File: config.mk
export PLATFORM = sky130hd
export DESIGN_NAME = door_sensor_conditioner_flat
export DESIGN_NICKNAME = d
export VERILOG_FILES = /design/src/rtl/door_pkg.sv /design/src/rtl/door_sensor_conditioner_if.sv /design/src/rtl/door_debounce_ch.sv /design/src/rtl/door_sensor_conditioner.sv /design/src/flat_wrapper.sv
export SDC_FILE = /design/constraint.sdc
export NUM_CORES = 1
export LEC_CHECK = 0
export ABC_AREA = 0
export BUFFER_PORTS_ARGS = -buffer_cell sky130_fd_sc_hd__buf_2
export CAP_MARGIN = 10
export CORE_UTILIZATION = 30
export CTS_CLUSTER_DIAMETER = 120
export DETAILED_ROUTE_END_ITERATION = 7
export PLACE_DENSITY_LB_ADDON = 0.15
export RECOVER_POWER = 100
export SYNTH_ARGS = -nofsm -noshare
export SYNTH_HDL_FRONTEND = slang
export SYNTH_SLANG_ARGS = --single-unit
File: constraint.sdc
create_clock -name clk -period 1.86 [get_ports clk]
set_clock_uncertainty 0.05 [all_clocks]
set_input_delay 0.186 -clock clk [delete_from_list [all_inputs] [get_ports clk]]
set_output_delay 0.186 -clock clk [all_outputs]
set_load 0.02 [all_outputs]
File: src/rtl/door_pkg.sv
// Shared door-control definitions: channel map and conditioner defaults.
// The door FSM and the top-level pin mapping use the same constants.
package door_pkg;

    localparam int N_CH   = 4;

    // Bit positions within raw_in / sens_out
    localparam int CH_SEN = 0;   // presence sensor
    localparam int CH_SE  = 1;   // external / safety sensor
    localparam int CH_LA  = 2;   // open limit switch
    localparam int CH_LC  = 3;   // closed limit switch

    localparam int DEF_SYNC_STAGES = 2;
    localparam int DEF_DEB_CYCLES  = 16;

endpackage

File: src/rtl/door_sensor_conditioner_if.sv
// Signal bundle between the raw door pads and the conditioned FSM inputs.
// master drives the raw side (pads / bench), slave is the conditioner.
interface door_sensor_conditioner_if;
    import door_pkg::*;

    logic            ena;
    logic [N_CH-1:0] raw_in;
    logic [N_CH-1:0] sens_out;
    logic [N_CH-1:0] rise_p;
    logic [N_CH-1:0] fall_p;
    logic            lim_fault;

    modport master (
        output ena, raw_in,
        input  sens_out, rise_p, fall_p, lim_fault
    );

    modport slave (
        input  ena, raw_in,
        output sens_out, rise_p, fall_p, lim_fault
    );

endinterface

File: src/rtl/door_debounce_ch.sv
// One door input channel: synchroniser chain, debounce counter,
// accepted (stable) level and registered one-cycle edge pulses.
module door_debounce_ch #(
    parameter int SYNC_STAGES = 2,
    parameter int DEB_CYCLES  = 16
) (
    input  logic clk,
    input  logic rst_n,
    input  logic ena,
    input  logic raw,
    output logic stable,
    output logic rise_p,
    output logic fall_p
);

    localparam int                CNT_W   = $clog2(DEB_CYCLES);
    localparam logic [CNT_W-1:0]  CNT_MAX = CNT_W'(DEB_CYCLES - 1);

    generate
        if (SYNC_STAGES < 2) begin : g_bad_sync
            $error("door_debounce_ch: SYNC_STAGES must be at least 2");
        end
        if (DEB_CYCLES < 2) begin : g_bad_deb
            $error("door_debounce_ch: DEB_CYCLES must be at least 2");
        end
    endgenerate

    logic [SYNC_STAGES-1:0] sync_q;
    logic                   sync;
    logic [CNT_W-1:0]       cnt;

    assign sync = sync_q[SYNC_STAGES-1];

    // Synchroniser shifts every cycle, regardless of ena
    always_ff @(posedge clk or negedge rst_n) begin
        if (!rst_n) begin
            sync_q <= '0;
        end else begin
            sync_q <= {sync_q[SYNC_STAGES-2:0], raw};
        end
    end

    // Debounce: accept a new level only after DEB_CYCLES consecutive enabled
    // edges disagreeing with the stable level; any bounce back restarts the count.
    // Pulses are registered alongside stable so they coincide with the new level.
    always_ff @(posedge clk or negedge rst_n) begin
        if (!rst_n) begin
            cnt    <= '0;
            stable <= 1'b0;
            rise_p <= 1'b0;
            fall_p <= 1'b0;
        end else begin
            rise_p <= 1'b0;
            fall_p <= 1'b0;
            if (ena) begin
                if (sync == stable) begin
                    cnt <= '0;
                end else if (cnt == CNT_MAX) begin
                    stable <= sync;
                    cnt    <= '0;
                    rise_p <= sync;
                    fall_p <= ~sync;
                end else begin
                    cnt <= cnt + 1'b1;
                end
            end
        end
    end

endmodule

File: src/rtl/door_sensor_conditioner.sv
// Door input stage: conditions Sen, SE, LA and LC into clean levels and
// edge pulses for the door FSM, and flags both limit switches active at once.
module door_sensor_conditioner
    import door_pkg::*;
#(
    parameter int SYNC_STAGES = DEF_SYNC_STAGES,
    parameter int DEB_CYCLES  = DEF_DEB_CYCLES
) (
    input  logic                        clk,
    input  logic                        rst_n,
    door_sensor_conditioner_if.slave    bus
);

    logic [N_CH-1:0] stable;
    logic [N_CH-1:0] rise;
    logic [N_CH-1:0] fall;

    generate
        for (genvar i = 0; i < N_CH; i++) begin : g_ch
            door_debounce_ch #(
                .SYNC_STAGES (SYNC_STAGES),
                .DEB_CYCLES  (DEB_CYCLES)
            ) u_ch (
                .clk    (clk),
                .rst_n  (rst_n),
                .ena    (bus.ena),
                .raw    (bus.raw_in[i]),
                .stable (stable[i]),
                .rise_p (rise[i]),
                .fall_p (fall[i])
            );
        end
    endgenerate

    assign bus.sens_out  = stable;
    assign bus.rise_p    = rise;
    assign bus.fall_p    = fall;
    // Open and closed limits together is physically impossible; report, don't mask
    assign bus.lim_fault = stable[CH_LA] & stable[CH_LC];

endmodule

File: src/flat_wrapper.sv
// flat-port wrapper written by rule: the top's interface ports become plain ports
module door_sensor_conditioner_flat import door_pkg::*;
#(
    parameter int SYNC_STAGES = DEF_SYNC_STAGES,
    parameter int DEB_CYCLES  = DEF_DEB_CYCLES
)
  (clk, rst_n, bus_ena, bus_raw_in, bus_sens_out, bus_rise_p, bus_fall_p, bus_lim_fault);
  door_sensor_conditioner_if bus_i ();
  input  logic clk;
  input  logic rst_n;
  input wire logic [$bits(bus_i.ena)-1:0] bus_ena;
  input wire logic [$bits(bus_i.raw_in)-1:0] bus_raw_in;
  output wire logic [$bits(bus_i.sens_out)-1:0] bus_sens_out;
  output wire logic [$bits(bus_i.rise_p)-1:0] bus_rise_p;
  output wire logic [$bits(bus_i.fall_p)-1:0] bus_fall_p;
  output wire logic [$bits(bus_i.lim_fault)-1:0] bus_lim_fault;
  assign bus_i.ena = bus_ena;
  assign bus_i.raw_in = bus_raw_in;
  assign bus_sens_out = bus_i.sens_out;
  assign bus_rise_p = bus_i.rise_p;
  assign bus_fall_p = bus_i.fall_p;
  assign bus_lim_fault = bus_i.lim_fault;
  door_sensor_conditioner #(.SYNC_STAGES(SYNC_STAGES), .DEB_CYCLES(DEB_CYCLES)) u_core (.clk(clk), .rst_n(rst_n), .bus(bus_i));
endmodule
==> summary.txt <==
Status
  – Outcome: finished, final reports clean

Hold path
  – Hold endpoint: u_core.g_ch[1].u_ch.cnt[1]
  – Hold Path Class: input port to register
  – Hold path start: bus_ena
  – Hold Path Depth: 3

Finish
  – Synth-to-Final Area Change: 11.0%
  – FILL cells: roughly 520
  – Multi-input gate area: between 500 and 600 sq um
  – Final instance area: about 1900 sq um
  – Most common cell after layout, fill and taps aside: dfrtp_1
  – Register area: 901 sq um
  – Fraction of layout cells with a size suffix above 1: 15.1%
  – Ant diodes: 0
  – Final nets: approximately 180
  – Most frequent cells in the layout: dfrtp_1, clkbuf_1, inv_1

STA
  – Final period util: around four fifths
  – Slew @ Worst Pin: just under 900 ps
  – Slew HR: about 40%
  – Final Hold Fails: 0
  – Setup TNS Final: 0 ps
  – Final count of negative-setup-slack endpoints: 0
  – Setup slack after layout: 397 ps
  – Slew Viols, Final: 0
  – F_max: a little under 700 MHz
  – RSZ-0062 raised after global routing: no
  – Fin crit period: ~1500 ps

Critical path
  – R2r setup slk: around 400 ps
  – CP Launch Type: register
  – Worst Reg-to-Reg Cells: 4
  – Required @ worst endpoint: around 2000 ps
  – Crit path kind: register to register
  – FF-to-FF Start: u_core.g_ch[0].u_ch.cnt[0]
  – Arr. time, crit path: about 1600 ps
  – R2r endpoint: u_core.g_ch[0].u_ch.stable
  – CP Capture Type: register
  – Critical path fanouts, max: 5

Global route
  – First-pass GRT wire length: 4690 um
  – GR Overflow Total: 0
  – Vias in the first global route: between 1,000 and 1,500
  – Largest net degree at the start of global routing: 37
  – Antenna violations before repair: 0
  – GRT Overall Usage: about a tenth

Logic synthesis
  – Area fraction of the dominant cell type after synthesis: 53.7%
  – Netlist Area Pre-Place: ~1700 sq um
  – Instance count of the mapped netlist: approximately 150
  – Syn Area/Cell: between 10 and 15 sq um
  – Top post-synthesis cells by area: dfrtp_1, buf_4, ha_1, nand2b_1, nand3_1
  – Number of synthesis warnings: 0
  – Yosys reg bits: 36
  – Sequential fraction of the synthesis area: between 50% and 60%
  – Syn nets: between 150 and 200
  – Post-synth top area cell: dfrtp_1
  – Library cells used by synthesis: 29

Routing
  – Via count: approximately 1,100
  – ANT nets after route: 0
  – Detailed-route DRC error count: 0
  – Drt via density: between 4 and 5
  – Iter 0 DRT Violations: between 70 and 80
  – Final WL: roughly 2700 um
  – Routed wire per std cell: 11.3 um
  – First-pass DRT Iterations: 4

Clock network
  – Clk slew on worst S/H paths: about 70 ps
  – Num CTS Buffers: 5
  – Clk sink count: 36
  – Clock Path Buffers: 2
  – Post-CTS Setup Inserts: 0
  – H-tree Lvls: 2
  – Root buffer cell: clkbuf_8
  – Clk_lat worst skew: around 290 ps
  – CTS tree: done

Floorplanning
  – I/O pin cnt: 20
  – Standard-cell rows: 26
  – Die height: roughly 77 um
  – Core area: between 5000 and 6000 sq um
  – Floorplan die width: between 70 and 80 um
  – Initial Utilization: about a third
  – Die ar.: about 6000 sq um

Placed design
  – GPL Wtd Cong: ~0.74
  – DPL Wire Length: roughly 1800 um
  – Port bufs: 19
  – Placed inst area: ~1800 sq um
  – Pre-CTS WS: approximately 390 ps

Pwr
  – Logic pwr share: around 8.4%
  – P_int: ~0.0012 W
  – Pwr dens: 854 nW/um^2
  – Seq pwr share: 54.0%
  – Sw Ratio: 23.9%
  – Static leakage: between 0.8 and 0.9 nW
  – VDD IR max: 0.269 mV
  – Sw power: roughly 0.00038 W
  – Clock power frac: a little under two fifths

Flow run
  – Max-Cap Viols: 0
cell usage after synthesis (all sizes together):
| master | instances |
|---|---|
| dfrtp | 36 |
| buf | 16 |
| nand2 | 13 |
| inv | 11 |
| nand3 | 10 |
| nand2b | 8 |
| nor3b | 5 |
| o22ai | 5 |
| a21oi | 4 |
| ha | 4 |
| mux2 | 4 |
| o21ai | 4 |
| a21boi | 3 |
| and3 | 3 |
| and4 | 3 |
| and4b | 3 |
| o2111ai | 3 |
| o31ai | 3 |
| xor2 | 3 |
| a21o | 1 |
| a2bb2oi | 1 |
| and2 | 1 |
| nand4 | 1 |
| nor4 | 1 |
| o2bb2ai | 1 |
| xnor2 | 1 |
cells by family after synthesis:
kind of cell | count (synthesis) | synth area share, %
AOI/OAI and AO/OA | 25 | 10.9
buffers and inverters | 27 | 9.02
muxes | 4 | 2.68
and+or+nand+nor | 48 | 17.3
DFF | 36 | 53.7
adders and majority gates | 4 | 2.98
xor gates and xnor gates | 4 | 3.43
sequential cells by signal (all words and copies together) (netlist names):
signal / count
u_core.g_ch.u_ch.cnt: 16
u_core.g_ch.u_ch.sync_q: 8
u_core.g_ch.u_ch.fall_p: 4
u_core.g_ch.u_ch.rise_p: 4
u_core.g_ch.u_ch.stable: 4
critical path, cell delays in order, from the launching register on:
cell and delay, ps:
dfrtp_1 420, ha_1 250, and3_1 230, nand2_1 80, mux2_2 320
power groups by stage:
stage	clock network [W]	logic (W)	registers, W
5_1_grt	0.000662	0.000157	0.000865
6_report	0.000597	0.000134	0.000859
2_1_floorplan	0	0.0000935	0.000868
3_3_place_gp	0	0.000130	0.000873
4_1_cts	0.000625	0.000143	0.000861
3_5_place_dp	0	0.000135	0.000876
final cells by class:
| class | instances | area share, % |
|---|---|---|
| sequential | 36 | 48.4 |
| multi-input combinational | 85 | 31.6 |
| timing repair buffer | 27 | 7.99 |
| clock buffer | 7 | 5.17 |
| tap | 70 | 4.70 |
| inverter | 11 | 2.22 |
how the worst max path moves through the flow:
stage	start	to	slack [ps]	cells past startpoint
global route	u_core.g_ch[0].u_ch.cnt[0]	u_core.g_ch[0].u_ch.stable	340	4
detailed placement	u_core.g_ch[0].u_ch.cnt[0]	u_core.g_ch[0].u_ch.stable	390	4
global placement	u_core.g_ch[0].u_ch.cnt[0]	u_core.g_ch[0].u_ch.stable	420	4
CTS	u_core.g_ch[0].u_ch.cnt[0]	u_core.g_ch[0].u_ch.stable	380	4
finish	u_core.g_ch[0].u_ch.cnt[0]	u_core.g_ch[0].u_ch.stable	400	4
floorplan	u_core.g_ch[0].u_ch.cnt[0]	u_core.g_ch[0].u_ch.stable	460	4
metal layers:
| metal | global-route usage [%] | wire length, um | up-vias |
|---|---|---|---|
| met1 | 12.2 | 1260 | 513 |
| li1 | - | - | 540 |
| met2 | 16.0 | 1250 | 14 |
| met5 | 0 | 0 | - |
| met4 | 5.77 | 57 | 0 |
| met3 | 3.93 | 105 | 5 |
repair_timing:
item,CTS,global route
endpoints found under the hold margin,40,0
gates resized for setup,0,0
hold buffers,5,0
stage by stage:
step	hold WS, ps	total power [W]	utilization, %	std cells
after floorplan	-160	0.000961	-	148
after global placement	203	0.00100	33.9	224
after detailed placement	209	0.00101	33.9	224
after CTS	278	0.00163	36.6	236
after global routing	313	0.00168	35.6	236
final	277	0.00159	35.6	236
(Power assumes the default switching activity.)
